===== src/rtl/serial_to_parallel.sv =====
// Serial-to-parallel converter with selectable bit order and a one-word output holding register.
// Optional even-parity trailer bit per word when SERIAL_TO_PARALLEL_PARITY_EN is defined.
module serial_to_parallel #(
  parameter int WIDTH = 4
) (
  input  logic             clock,
  input  logic             reset,
  input  logic             enable,
  input  logic             dir,
  input  logic             serial_in,
  input  logic             serial_valid,
  output logic             serial_ready,
  output logic [WIDTH-1:0] parallel_out,
  output logic             out_valid,
  input  logic             out_ready,
  output logic             parity_err
);

  localparam int CW = (WIDTH > 2) ? $clog2(WIDTH) : 1;
  localparam logic [CW-1:0] LAST = CW'(WIDTH - 1);

  typedef enum logic [1:0] {
    COLLECT = 2'd0,
`ifdef SERIAL_TO_PARALLEL_PARITY_EN
    PARITY  = 2'd1,
`endif
    STALL   = 2'd2
  } state_t;

  state_t           state_q, state_d;
  logic [WIDTH-1:0] sr_q, sr_d;
  logic [CW-1:0]    cnt_q, cnt_d;
  logic             dir_q, dir_d;
  logic [WIDTH-1:0] pout_q, pout_d;
  logic             oval_q, oval_d;

  logic             accept;
  logic             dir_eff;
  logic [WIDTH-1:0] sr_shift;
  logic             done;
  logic [WIDTH-1:0] done_word;
  logic             ld;
  logic [WIDTH-1:0] ld_word;

`ifdef SERIAL_TO_PARALLEL_PARITY_EN
  logic par_q, par_d;
  logic perr_q, perr_d;
  logic done_par, ld_par;
`endif

  assign serial_ready = enable && (state_q == COLLECT
`ifdef SERIAL_TO_PARALLEL_PARITY_EN
                                   || state_q == PARITY
`endif
                                  );
  assign accept   = serial_ready && serial_valid;
  // The first bit of a word uses the live dir; later bits use the latched copy.
  assign dir_eff  = (cnt_q == '0) ? dir : dir_q;
  assign sr_shift = dir_eff ? {sr_q[WIDTH-2:0], serial_in} : {serial_in, sr_q[WIDTH-1:1]};

  always_comb begin
    state_d   = state_q;
    sr_d      = sr_q;
    cnt_d     = cnt_q;
    dir_d     = dir_q;
    pout_d    = pout_q;
    oval_d    = oval_q;
    done      = 1'b0;
    done_word = sr_q;
    ld        = 1'b0;
    ld_word   = sr_q;
`ifdef SERIAL_TO_PARALLEL_PARITY_EN
    par_d     = par_q;
    perr_d    = perr_q;
    done_par  = par_q;
    ld_par    = par_q;
`endif

    case (state_q)
      COLLECT: begin
        if (accept) begin
          sr_d = sr_shift;
          if (cnt_q == '0) dir_d = dir;
          if (cnt_q == LAST) begin
            cnt_d = '0;
`ifdef SERIAL_TO_PARALLEL_PARITY_EN
            state_d = PARITY;
`else
            done      = 1'b1;
            done_word = sr_shift;
`endif
          end else begin
            cnt_d = cnt_q + 1'b1;
          end
        end
      end
`ifdef SERIAL_TO_PARALLEL_PARITY_EN
      PARITY: begin
        if (accept) begin
          done      = 1'b1;
          done_word = sr_q;
          done_par  = serial_in;
          par_d     = serial_in;
        end
      end
`endif
      STALL: begin
        if (out_ready) begin
          ld      = 1'b1;
          ld_word = sr_q;
          state_d = COLLECT;
        end
      end
      default: state_d = COLLECT;
    endcase

    if (done) begin
      if (!oval_q || out_ready) begin
        ld      = 1'b1;
        ld_word = done_word;
`ifdef SERIAL_TO_PARALLEL_PARITY_EN
        ld_par  = done_par;
`endif
        state_d = COLLECT;
      end else begin
        state_d = STALL;
      end
    end

    if (ld) begin
      pout_d = ld_word;
      oval_d = 1'b1;
`ifdef SERIAL_TO_PARALLEL_PARITY_EN
      perr_d = (^ld_word) ^ ld_par;
`endif
    end else if (oval_q && out_ready) begin
      oval_d = 1'b0;
    end
  end

  always_ff @(posedge clock) begin
    if (reset) begin
      state_q <= COLLECT;
      sr_q    <= '0;
      cnt_q   <= '0;
      dir_q   <= 1'b0;
      pout_q  <= '0;
      oval_q  <= 1'b0;
`ifdef SERIAL_TO_PARALLEL_PARITY_EN
      par_q   <= 1'b0;
      perr_q  <= 1'b0;
`endif
    end else begin
      state_q <= state_d;
      sr_q    <= sr_d;
      cnt_q   <= cnt_d;
      dir_q   <= dir_d;
      pout_q  <= pout_d;
      oval_q  <= oval_d;
`ifdef SERIAL_TO_PARALLEL_PARITY_EN
      par_q   <= par_d;
      perr_q  <= perr_d;
`endif
    end
  end

  assign parallel_out = pout_q;
  assign out_valid    = oval_q;
`ifdef SERIAL_TO_PARALLEL_PARITY_EN
  assign parity_err   = perr_q;
`else
  assign parity_err   = 1'b0;
`endif

endmodule


===== config.mk =====
export PLATFORM = sky130hd
export DESIGN_NAME = serial_to_parallel
export DESIGN_NICKNAME = d
export VERILOG_FILES = /design/src/rtl/serial_to_parallel.sv
export SDC_FILE = /design/constraint.sdc
export NUM_CORES = 1
export LEC_CHECK = 0
export CAP_MARGIN = 10
export CORE_MARGIN = 2
export CORE_UTILIZATION = 48
export DETAILED_ROUTE_END_ITERATION = 16
export HOLD_SLACK_MARGIN = 0.02
export PLACE_DENSITY_LB_ADDON = 0.25
export RECOVER_POWER = 50
export SYNTH_ARGS = -nofsm -noshare
export SYNTH_HDL_FRONTEND = slang
export SYNTH_SLANG_ARGS = --single-unit

===== constraint.sdc =====
create_clock -name clock -period 1.9 [get_ports clock]
set_input_delay 0.38 -clock clock [delete_from_list [all_inputs] [get_ports clock]]
set_output_delay 0.38 -clock clock [all_outputs]
set_load 0.02 [all_outputs]

== Word-level counts from Yosys, hierarchy flattened ==
Cells that the tools add are included.
Word-level totals
  flip-flop bits (word level): 14
  logic and storage cells: 42
  memories: 0
  input port bits: 7
  bits in read-only memories: 0
  latch bits: 0
  RAM bits: 0
Operators by class
  add/subtract/negate cells: 1
  order comparisons: 0
  bitwise gates (word level): 0
  reduce and logical (&&, ||, !) cells: 10
  shifts and indexed selects: 0
  equality and inequality tests: 4
  divide/modulo/power cells: 0
  muxes and demuxes: 21
  multipliers: 0
Operators with widths (number)
  $mux W4: 6
  $mux W1: 10
  $mux W2: 4
  $eq A2 B2 Y1 const B: 2
  $logic_not A2 Y1: 2
  $pmux W2 S2: 1
  $reduce_and A2 Y1: 2
  $logic_and A1 B1 Y1: 3
  $ne A3 B3 Y1 const B: 1
  $add A2 B1 Y2 const B: 1
  $ne A2 B2 Y1 const B: 1
  $reduce_bool A2 Y1: 1
  $logic_not A1 Y1: 1
  $logic_or A1 B1 Y1: 1

== Depth between registers and ports, before layout ==
  word-level depth: 8
  mapped depth: 6
  mapped depth without buffers: 6

== Worst setup path before layout ==
Ideal clock, no wire load.
  kind: register -> register
  start: register cnt_q[0]
  end: register pout_q[0], in the netlist parallel_out[0]
  arrival: 1445 ps
  buffers on the path: 0
  data required time: 1778 ps
  setup slack: 333 ps
  stages on the path, launching flop included: 7
  library setup time: 122 ps
  cell sequence: dfxtp_1 > inv_1 > ha_1 > mux2i_4 > mux2_4 > o211ai_1 > a21oi_1
On the way
  word-level cells in the longest chain between the ends: 8
RTL lines
  start: declaration: RTL line 32  | logic [CW-1:0] cnt_q, cnt_d;
  start signal: assignment: RTL line 156  | cnt_q <= cnt_d;
  $logic_not A2 Y1: RTL line 58  | assign dir_eff = (cnt_q == '0) ? dir : dir_q;
  $mux W1
  $mux W4: RTL line 59  | assign sr_shift = dir_eff ? {sr_q[WIDTH-2:0], serial_in} : {serial_in, sr_q[WIDTH-1:1]};
  $mux W4: RTL line 84  | if (cnt_q == LAST) begin
  $mux W4: RTL line 81  | if (accept) begin
  $mux W4: RTL line 79  | case (state_q)
  $mux W4: RTL line 118  | if (!oval_q || out_ready) begin
  $mux W4: RTL line 117  | if (done) begin
  end signal: assignment: RTL line 158  | pout_q <= pout_d;
  end: declaration: RTL line 34  | logic [WIDTH-1:0] pout_q, pout_d;
Parallel ways exist; a longest one is shown, timed or not.
A chain may end at the register's enable or synchronous reset.

== Final worst setup path ==
  start: input enable
  end: output serial_ready
On the way
  word-level cells in the longest chain between the ends: 1
RTL lines
  start: declaration: RTL line 8  | input logic enable,
  $logic_and A1 B1 Y1: RTL line 51  | assign serial_ready = enable && (state_q == COLLECT
  end: declaration: RTL line 12  | output logic serial_ready,
Every way passes these cells.

==> reports/metrics.csv <==
stage,metric,value,unit
outcome,status,completed,
timing,max_slew headroom,63.61,%
placed_design,Final GP Congestion,0.8568,
layout,# diodes,0,
clock_network,Post-CTS Hold Fix Bufs,0,
timing,final hold vios,0,
yosys,combinational family with the most area after synthesis,compound AO/OA/AOI/OAI gates,
timing,Slew @ Worst Pin,0.5459,ns
route,DR pass1 iterations,4,
clock_network,Worst-path clk slew,0.08,ns
clock_network,clock sink count,13,
yosys,post-synthesis sequential area ratio,36.62,%
yosys,Post-Synth Adder-Cell Area,3.521,%
yosys,Post-Synth Simple-Gate Area,18.49,%
critical_path,Setup crit end kind,primary output,
clock_network,CTS Root Cell,clkbuf_4,
timing,Fin Hold WS,0.4520,ns
die,Die W,42.48,um
power_and_ir_drop,Tot Pwr,0.5391,mW
timing,Worst Clk Skew,0.008130,ns
global_routing,vias in the first global route,583,
route,Wirelength per Cell,11.92,um
clock_network,CTS tree,done,
yosys,synth warn,0,
route,initial DRC count,25,
global_routing,Total Routing Usage GR,16.70,%
global_routing,first-pass GRT wire length,2311,um
yosys,register bit count reported by yosys,13,
layout,area grow syn2layout,23.94,%
route,DRC violations left,0,
critical_path,Critical Path Fanout Max,2,
yosys,mean post-synth cell area,8.667,um^2
run,maximum capacitance violations,0,
placed_design,PortBufs,12,
yosys,synthesized instance count,82,
die,# IOs,14,
timing,fin crit share,93.72,%
clock_network,CTS resizes,1,
timing,fmax,561.6,MHz
power_and_ir_drop,Peak VDD IR,0.3102,mV
critical_path,"Req. time, crit path",1.52,ns
timing,count of final max-slew check failures,0,
global_routing,largest net degree at the start of global routing,17,
power_and_ir_drop,power per cell area,612.0,nW/um^2
layout,Final Non-Filler Cells,115,
power_and_ir_drop,Pleak,0.3559,nW
yosys,Compound-Gate Fraction of Synth Area,21.65,%
die,Initial Util,52.64,%
layout,Util after Layout,65.25,%
yosys,Synth area leaders,"dfxtp_1 (37%), nor2_1 (8.5%), a21oi_1 (7.0%), mux2_4 (4.2%), o211ai_1 (4.2%)",
die,core area,1350,um^2
timing,time the worst path needs with I/O delays and setup,1.781,ns
layout,layout cell share with drive strength beyond 1,16.00,%
critical_path,CP Class,in2out,
global_routing,number of antenna violations at the first check in global routing,0,
critical_path,Critical Path Start Type,input port,
yosys,multiplexer share of the synthesized area,10.21,%
global_routing,gr ovfl total,0,
clock_network,H-Tree Depth,1,
layout,final net count,110,
timing,Final setup viols,0,
yosys,syn nets,91,
die,FP Rows,13,
yosys,post-synthesis cell type count,27,
min_path,Hold Crit Class,reg2reg,
route,drt via density,5.339,
placed_design,post-DP HPWL,1056,um
clock_network,CTS max path bufs,2,
die,Die Ht,42.48,um
yosys,Synth Cell Area,710.7,um^2
yosys,xor and xnor area share after synthesis,0,%
route,Post-Route WL,1371,um
yosys,share of the synthesized area in the top cell type,36.62,%
die,Die ar.,1805,um^2
placed_design,Post-Place Cells,111,
yosys,cell taking the most area after synthesis,dfxtp_1,
route,DR vias,614,
clock_network,total CTS buffers,3,
clock_network,buffer count from post-CTS setup fixing,0,
clock_network,"Clk Latency, worst-skew pair",0.28,ns
route,Antenna Nets Post-Route,0,
critical_path,"Data arrival, critical path",1.40,ns
timing,RSZ-0062 raised after global routing,no,
## report_power, final
group / switching (mW) / total, mW / internal (mW)
combinational: 0.0404 / 0.0818 / 0.0413
clock: 0.0948 / 0.176 / 0.0815
sequential: 0.00328 / 0.281 / 0.278
total: 0.138 / 0.539 / 0.401
## registers in the layout (all words and copies together) (netlist names)
register and count:
out_valid 1, dir_q 1, sr_q 4, cnt_q 2, parallel_out 4, state_q 1
## layout make-up
class / instances / area (um^2)
fill: 128 / 469.2
clock buffer: 4 / 26.28
multi-input combinational: 58 / 385.4
timing repair buffer: 18 / 163.9
inverter: 7 / 26.28
tap: 15 / 18.77
sequential: 13 / 260.3
## metal layers
metal	vias up	wire length (um)	track usage [%]
li1	317	-	-
met1	268	648	19.79
met2	25	625	28.31
met3	4	75	2.586
met4	0	21	9.375
met5	-	0	0
## worst paths after layout
path	startpoint	endpoint	slack [ns]	depth (start not counted)
setup / recovery	enable	serial_ready	0.12	4
hold / removal	parallel_out[1]	parallel_out[1]	0.45	2
setup reg to reg	cnt_q[0]	parallel_out[1]	0.23	7
hold reg to reg	parallel_out[1]	parallel_out[1]	0.45	2
## critical path, stage by stage
cell and delay (ns):
dlygate4sd3_1 0.59, nand2b_4 0.06, inv_1 0.04, dlygate4sd2_1 0.32
## cells by family after synthesis
family          after synthesis
compound gates               23
fa+ha+maj                     2
buf+inv                      11
flops                        13
mux                           5
other cells                   1
simple gates                 27
## synth_stat cells
library cell and count:
mux2i_4 1, conb_1 1, a31oi_1 1, and3b_2 1, o22ai_1 1, o211ai_1 4, or3_4 1, buf_6 1
a211oi_2 1, mux2_4 2, dfxtp_1 13, ha_1 2, mux2i_1 2, inv_1 7, clkbuf_2 1, nor2b_1 1
nor3_1 1, buf_4 1, nand2_1 5, nand2b_4 1, o31ai_1 4, a221oi_1 1, and3_1 1, a21oi_1 10
o22a_2 1, clkbuf_8 1, nor2_1 16
## through the flow
step                area [um^2]  setup slack [ns]  TNS (ns)
global placement          857.1          -0.07278   -0.1174
floorplan                 710.7            0.3328         0
detailed placement        857.1          -0.09036   -0.2040
global route              880.8           0.08420         0
CTS                       882.1            0.1825         0
finish                    880.8            0.1192         0
## cell usage in the layout, fill, tap and decap left out
cell	n
nor3_1	1
a21oi_1	10
dlygate4sd2_1	1
conb_1	1
o22a_2	1
clkbuf_1	1
nor2b_1	1
ha_1	2
nor2_1	16
dlygate4sd3_1	5
and3b_1	1
nand2b_4	1
a31oi_1	1
nand2_1	5
mux2_4	2
inv_1	7
clkbuf_4	3
dfxtp_1	13
and3_1	1
a221oi_1	1
mux2i_4	1
buf_4	6
mux2i_1	2
a211oi_2	1
clkdlybuf4s50_1	6
o211ai_1	4
o22ai_1	1
o31ai_1	4
or3_4	1
Power figures use the tool's default switching activity.
